$ cat config.mk
export PLATFORM = sky130hd
export DESIGN_NAME = apb_demux_n
export DESIGN_NICKNAME = d
export VERILOG_FILES = /design/src/rtl/apb_demux_n.sv
export SDC_FILE = /design/constraint.sdc
export NUM_CORES = 1
export LEC_CHECK = 0
export ABC_AREA = 1
export BUFFER_PORTS_ARGS = -buffer_cell sky130_fd_sc_hd__buf_4
export CORE_AREA = 2 2 126 128
export CTS_BUF_LIST = sky130_fd_sc_hd__clkbuf_2 sky130_fd_sc_hd__clkbuf_4 sky130_fd_sc_hd__clkbuf_8
export CTS_CLUSTER_DIAMETER = 120
export CTS_CLUSTER_SIZE = 20
export DETAILED_ROUTE_END_ITERATION = 8
export DIE_AREA = 0 0 128 130
export GPL_ROUTABILITY_DRIVEN = 0
export PLACE_DENSITY = 0.72
export SYNTH_ARGS = -nofsm -noshare
export SYNTH_HDL_FRONTEND = slang
export SYNTH_SLANG_ARGS = --single-unit
export TNS_END_PERCENT = 20
$ cat constraint.sdc
create_clock -name pclk -period 2.2 [get_ports pclk]
set_clock_uncertainty 0.05 [all_clocks]
set_input_delay 0.11 -clock pclk [delete_from_list [all_inputs] [get_ports pclk]]
set_output_delay 0.11 -clock pclk [all_outputs]
set_load 0.02 [all_outputs]
$ cat src/rtl/apb_demux_n.sv
// apb_demux_n: single-clock APB 1-to-NUM_SLV demultiplexer.
// Decodes the upstream address against per-slave base/mask pairs, replays the
// transfer on the selected slave from registered request fields, answers
// unmapped addresses with an error, and aborts slaves that stall in ACCESS
// longer than TIMEOUT cycles.
module apb_demux_n #(
    parameter int unsigned NUM_SLV = 4,
    parameter int unsigned ADDR_W  = 32,
    parameter int unsigned DATA_W  = 32,
    parameter int unsigned STRB_W  = DATA_W / 8,
    parameter logic [NUM_SLV*ADDR_W-1:0] BASE_ADDRS = {
        32'h4000_0000, 32'h3000_0000, 32'h2000_0000, 32'h1000_0000},
    parameter logic [NUM_SLV*ADDR_W-1:0] ADDR_MASKS = {
        32'hF000_0000, 32'hF000_0000, 32'hF000_0000, 32'hF000_0000},
    parameter int unsigned TIMEOUT = 255
) (
    input  logic                      pclk,
    input  logic                      presetn,
    input  logic [ADDR_W-1:0]         paddr,
    input  logic                      psel,
    input  logic                      penable,
    input  logic                      pwrite,
    input  logic [DATA_W-1:0]         pwdata,
    input  logic [STRB_W-1:0]         pwstrb,
    output logic                      pready,
    output logic [DATA_W-1:0]         prdata,
    output logic                      pslverr,
    output logic [NUM_SLV-1:0]        m_psel,
    output logic                      m_penable,
    output logic [ADDR_W-1:0]         m_paddr,
    output logic                      m_pwrite,
    output logic [DATA_W-1:0]         m_pwdata,
    output logic [STRB_W-1:0]         m_pwstrb,
    input  logic [NUM_SLV-1:0]        m_pready,
    input  logic [NUM_SLV*DATA_W-1:0] m_prdata,
    input  logic [NUM_SLV-1:0]        m_pslverr,
    output logic [7:0]                err_cnt
);

    localparam int unsigned IDX_W = (NUM_SLV > 1) ? $clog2(NUM_SLV) : 1;
    localparam int unsigned CNT_W = (TIMEOUT > 1) ? $clog2(TIMEOUT + 1) : 1;
    // Counter value seen in the last permitted ACCESS cycle, so that ACCESS
    // lasts exactly TIMEOUT cycles before the abort.
    localparam logic [CNT_W-1:0] TO_LAST = (TIMEOUT == 0) ? '0 : CNT_W'(TIMEOUT - 1);

    typedef enum logic [1:0] {
        IDLE,
        SETUP,
        ACCESS,
        RESP
    } state_t;

    state_t              state_q;
    state_t              state_d;

    logic [IDX_W-1:0]    idx_q;
    logic [ADDR_W-1:0]   addr_q;
    logic                write_q;
    logic [DATA_W-1:0]   wdata_q;
    logic [STRB_W-1:0]   wstrb_q;
    logic [DATA_W-1:0]   rdata_q;
    logic                err_q;
    logic [CNT_W-1:0]    cnt_q;
    logic [7:0]          err_cnt_q;

    logic                hit;
    logic [IDX_W-1:0]    hit_idx;
    logic                start;
    logic                sel_ready;
    logic                timeout_hit;
    logic                err_event;
    logic [NUM_SLV-1:0]  sel_onehot;
    logic [DATA_W-1:0]   sel_rdata;

    // Address decode: first (lowest-index) matching slave wins.
    always_comb begin
        hit     = 1'b0;
        hit_idx = '0;
        for (int unsigned i = 0; i < NUM_SLV; i++) begin
            if (!hit &&
                ((paddr & ADDR_MASKS[i*ADDR_W +: ADDR_W]) ==
                 (BASE_ADDRS[i*ADDR_W +: ADDR_W] & ADDR_MASKS[i*ADDR_W +: ADDR_W]))) begin
                hit     = 1'b1;
                hit_idx = IDX_W'(i);
            end
        end
    end

    // Selected-slave response view and abort/error qualifiers.
    always_comb begin
        sel_onehot        = '0;
        sel_onehot[idx_q] = 1'b1;
        sel_ready         = m_pready[idx_q];
        sel_rdata         = m_prdata[idx_q*DATA_W +: DATA_W];
        start             = (state_q == IDLE) && psel && !penable;
        timeout_hit       = (TIMEOUT != 0) && (cnt_q == TO_LAST);
        err_event         = (start && !hit) ||
                            ((state_q == ACCESS) && !sel_ready && timeout_hit);
    end

    // Transfer state register.
    always_ff @(posedge pclk or negedge presetn) begin
        if (!presetn) begin
            state_q <= IDLE;
        end else begin
            state_q <= state_d;
        end
    end

    // Next-state logic.
    always_comb begin
        state_d = state_q;
        case (state_q)
            IDLE: begin
                if (start) begin
                    state_d = hit ? SETUP : RESP;
                end
            end
            SETUP: begin
                state_d = ACCESS;
            end
            ACCESS: begin
                if (sel_ready || timeout_hit) begin
                    state_d = RESP;
                end
            end
            RESP: begin
                state_d = IDLE;
            end
            default: begin
                state_d = IDLE;
            end
        endcase
    end

    // Request latch, response capture and ACCESS wait counter.
    always_ff @(posedge pclk or negedge presetn) begin
        if (!presetn) begin
            idx_q   <= '0;
            addr_q  <= '0;
            write_q <= 1'b0;
            wdata_q <= '0;
            wstrb_q <= '0;
            rdata_q <= '0;
            err_q   <= 1'b0;
            cnt_q   <= '0;
        end else begin
            case (state_q)
                IDLE: begin
                    if (start) begin
                        idx_q   <= hit_idx;
                        addr_q  <= paddr;
                        write_q <= pwrite;
                        wdata_q <= pwdata;
                        wstrb_q <= pwstrb;
                        rdata_q <= '0;
                        err_q   <= !hit;
                    end
                end
                ACCESS: begin
                    cnt_q <= cnt_q + 1'b1;
                    if (sel_ready) begin
                        rdata_q <= sel_rdata;
                        err_q   <= m_pslverr[idx_q];
                    end else if (timeout_hit) begin
                        rdata_q <= '0;
                        err_q   <= 1'b1;
                    end
                end
                RESP: begin
                    cnt_q <= '0;
                end
                default: begin
                end
            endcase
        end
    end

    // Saturating count of decode misses and timeouts.
    always_ff @(posedge pclk or negedge presetn) begin
        if (!presetn) begin
            err_cnt_q <= '0;
        end else if (err_event && (err_cnt_q != 8'hFF)) begin
            err_cnt_q <= err_cnt_q + 8'd1;
        end
    end

    // Output drive: slave strobes from state, upstream response only in RESP.
    always_comb begin
        m_psel    = ((state_q == SETUP) || (state_q == ACCESS)) ? sel_onehot : '0;
        m_penable = (state_q == ACCESS);
        m_paddr   = addr_q;
        m_pwrite  = write_q;
        m_pwdata  = wdata_q;
        m_pwstrb  = wstrb_q;
        pready    = (state_q == RESP);
        prdata    = (state_q == RESP) ? rdata_q : '0;
        pslverr   = (state_q == RESP) && err_q;
        err_cnt   = err_cnt_q;
    end

endmodule

==> flow_summary_export.csv <==
group,metric,value,unit
cells_and_area,syn_to_final_growth,62.6,%
worst_setup_path,cp.required,2.54,ns
cells_and_area,post-route-util,66.5,%
timing,max_slew_margin,52.7,%
pwr,power.leakage,5.62,nW
clock_tree,clk_pin_slew,0.08,ns
logic_synthesis,synth-seq-cells,122,
global_route,first_global_vias,6697,
logic_synthesis,synth_most_common_cell,"nand2_1",
logic_synthesis,synth_edf_count,0,
global_route,grt_pass1_wl,33300,um
detailed_routing,wl_per_cell,14.7,um
timing,max_freq,0.532,GHz
clock_tree,cts-htree-levels,4,
detailed_routing,ant_nets,0,
timing,rsz0062_at_grt,"false",
timing,fin_worst_hold_slack,0.0235,ns
clock_tree,cts_tree,"done",
clock_tree,cts_root_buf,"clkbuf_8",
timing,period_needed,1.88,ns
floorplanning,design.core.area,0.0154,mm2
global_route,grt_antenna_before_repair,0,
logic_synthesis,synth.avg_cell_area,7.37,um2
logic_synthesis,synth_warnings,0,
logic_synthesis,synth_nets,1071,
min_path,hold_start,"m_prdata[66]",
clock_tree,cts_resized,0,
detailed_routing,first_pass_iters,5,
clock_tree,cts-buffers-inserted,17,
worst_setup_path,worstSetupEndpointType,"flop",
timing,hold_violations,0,
min_path,hold_class,"primary input to flop",
clock_tree,clk_latency,0.45,ns
worst_setup_path,path_common_cell,"nand2_1",
logic_synthesis,yosysTopAreaCellShare,48.4,%
detailed_routing,drt_iter0_markers,392,
logic_synthesis,synth_cell_type_count,30,
logic_synthesis,synth_area,0.00631,mm2
timing,drv_slew,0,
detailed_routing,viasPerCell,4.78,
logic_synthesis,synth_area_leader_cell,"dfrtp_1",
floorplanning,die_h,130,um
worst_setup_path,cp.arrival,2.22,ns
worst_setup_path,worstSetupStartpoint,"state_q[0]$_DFFE_PN0P_",
place,dp_hpwl,14500,um
logic_synthesis,synthTopCellsByCount,"nand2_1, dfrtp_1, inv_1, nand4_1, clkbuf_1",
global_route,grt_util_all_layers,25.8,%
detailed_routing,wirelength,21600,um
logic_synthesis,ys_seq_area_share,48.4,%
flow_run,max_cap_violations,0,
worst_setup_path,worstReg2RegStart,"state_q[0]$_DFFE_PN0P_",
pwr,ir_drop,0.000833,V
logic_synthesis,synth_cells,856,
timing,setup_tns,0,ns
worst_setup_path,crit_buf_inv,3,
pwr,power,12.2,mW
detailed_routing,vias,7017,
clock_tree,cts_buffer_depth,2,
worst_setup_path,cpMaxStageDelayCell,"buf_4",
status,status,"finished, final reports clean",
cells_and_area,drive_gt1_share,33.2,%
detailed_routing,drc,0,
global_route,grt_max_degree,72,
place,io_buffers,324,
logic_synthesis,synthArstFlopShare,100,%
worst_setup_path,worstPathMaxFanout,71,
timing,tightestPinTransition,0.709,ns
worst_setup_path,path_cells,"inv_1 > ha_1 > nand2_1 > nor2_4 > inv_2 > buf_4 > nand2_1 > nand2_1",
timing,fin_crit_sh,85.5,%
pwr,p_per_area,1190,mW/mm2
worst_setup_path,critical_path.top_delay_family,"buffers and inverters",
logic_synthesis,ys_dominant_reg_cell,"dfrtp_1",
cells_and_area,fillCellCount,1223,
global_route,grt.overflow.total,0,
logic_synthesis,synth.area.top_cells,"dfrtp_1, nand2_1, nand4_1",
worst_setup_path,startpoint_type,"flop",
cells_and_area,n_antenna_cell,0,
worst_setup_path,worst-setup-path-type,"flop to flop",
floorplanning,start_util,40.9,%
worst_setup_path,critPathMaxStageDelay,0.55,ns
floorplanning,io-pin-count,325,
clock_tree,clock_sink_count,122,
cells_and_area,nNetsFinal,1479,
floorplanning,dieArea,0.0166,mm2
floorplanning,die_w,128,um
timing,setup_viol_count_final,0,
floorplanning,num_rows,46,
-- sequential cells by signal, indices dropped and copies added, names as in the netlist --
register	cells
rdata_q	32
m_paddr	32
err_cnt	8
m_pwstrb	4
m_pwdata	32
m_pwrite	1
state_q	2
idx_q	2
cnt_q	8
err_q	1
-- path summary, 6_finish.rpt --
| kind | slack [ns] | end | cells past startpoint |
|---|---|---|---|
| max | 0.32 | m_pwdata[21]$_DFFE_PN0P_ | 8 |
| min | 0.02 | rdata_q[2]$_DFFE_PN0P_ | 5 |
| max reg2reg | 0.32 | m_pwdata[21]$_DFFE_PN0P_ | 8 |
| min reg2reg | 0.42 | m_paddr[23]$_DFFE_PN0P_ | 2 |
| max in group asynchronous | 1.23 | state_q[0]$_DFFE_PN0P_ | 3 |
| min in group asynchronous | 0.10 | m_paddr[5]$_DFFE_PN0P_ | 2 |
-- report_power, final --
group | internal, mW | switching [mW]
Combinational | 2.52 | 3.85
Clock | 0.970 | 0.933
Sequential | 3.20 | 0.683
Total | 6.69 | 5.46
-- area by class of cell --
class,instances,area (um2),area share (%)
Timing Repair Buffer,432,3540,34.5
Sequential cell,122,3050,29.8
Multi-Input combinational cell,638,2850,27.8
Clock buffer,21,277,2.70
Tap cell,192,240,2.34
Inverter,53,201,1.97
Clock inverter,11,97.6,0.952
-- layer usage --
layer  up-vias  part of all wire (%)  GRT usage [%]
li1       3472                     -              -
met1      3221                    40           30.7
met4         0                   2.4           9.57
met2       282                    48           43.0
met5         -                     0              0
met3        42                   8.9           9.59
-- worst register-to-register path, cell delays in order, from the launching register on --
cell     delay, ns
dfrtp_1       0.36
inv_1         0.08
ha_1          0.24
nand2_1       0.12
nor2_4        0.05
inv_2         0.05
buf_4         0.55
nand2_1       0.21
nand2_1       0.12
-- layout by cell type (no fill, tap or decap), types with 2 or more instances in the layout --
| cell | netlist | routed |
|---|---|---|
| nor2_2 | 3 | 4 |
| nand3_1 | 20 | 20 |
| dfrtp_1 | 122 | 122 |
| o211ai_1 | 2 | 2 |
| clkbuf_4 | 0 | 2 |
| nor2_1 | 17 | 16 |
| nor2_4 | 2 | 2 |
| a21oi_1 | 4 | 4 |
| o21ai_1 | 13 | 13 |
| buf_12 | 0 | 5 |
| clkinv_4 | 0 | 2 |
| nand2_1 | 470 | 470 |
| buf_4 | 1 | 335 |
| nand2_2 | 21 | 21 |
| xor2_1 | 4 | 4 |
| clkinvlp_4 | 0 | 4 |
| nand4_1 | 34 | 34 |
| nor3_1 | 7 | 7 |
| dlygate4sd3_1 | 0 | 92 |
| inv_2 | 2 | 2 |
| o21ai_2 | 20 | 20 |
| ha_1 | 6 | 6 |
| clkinv_2 | 0 | 4 |
| xnor2_1 | 2 | 2 |
| clkbuf_8 | 0 | 19 |
| inv_1 | 50 | 50 |
| o21ai_0 | 7 | 7 |
-- metrics by stage --
stage | setup slack (ns) | area, um2 | cells
2_1_floorplan | 0.409 | 6310 | 856
6_report | 0.319 | 10300 | 1469
3_3_place_gp | 0.422 | 8960 | 1345
3_5_place_dp | 0.341 | 8960 | 1345
4_1_cts | 0.291 | 10300 | 1469
5_1_grt | 0.168 | 10300 | 1469
-- logic make-up after synthesis --
| kind of cell | after synthesis | synth area share [%] |
|---|---|---|
| simple gates | 577 | 37.7 |
| flops | 122 | 48.4 |
| buf+inv | 96 | 6.61 |
| compound gates | 49 | 5.30 |
| xor+xnor | 6 | 0.833 |
| fa+ha+maj | 6 | 1.19 |
-- what timing repair did --
action                    4_1_cts  5_1_grt
hold endpoints to repair      177        0
setup buffers                   0        0
hold buffers                   92        0
(Power assumes the default switching activity.)
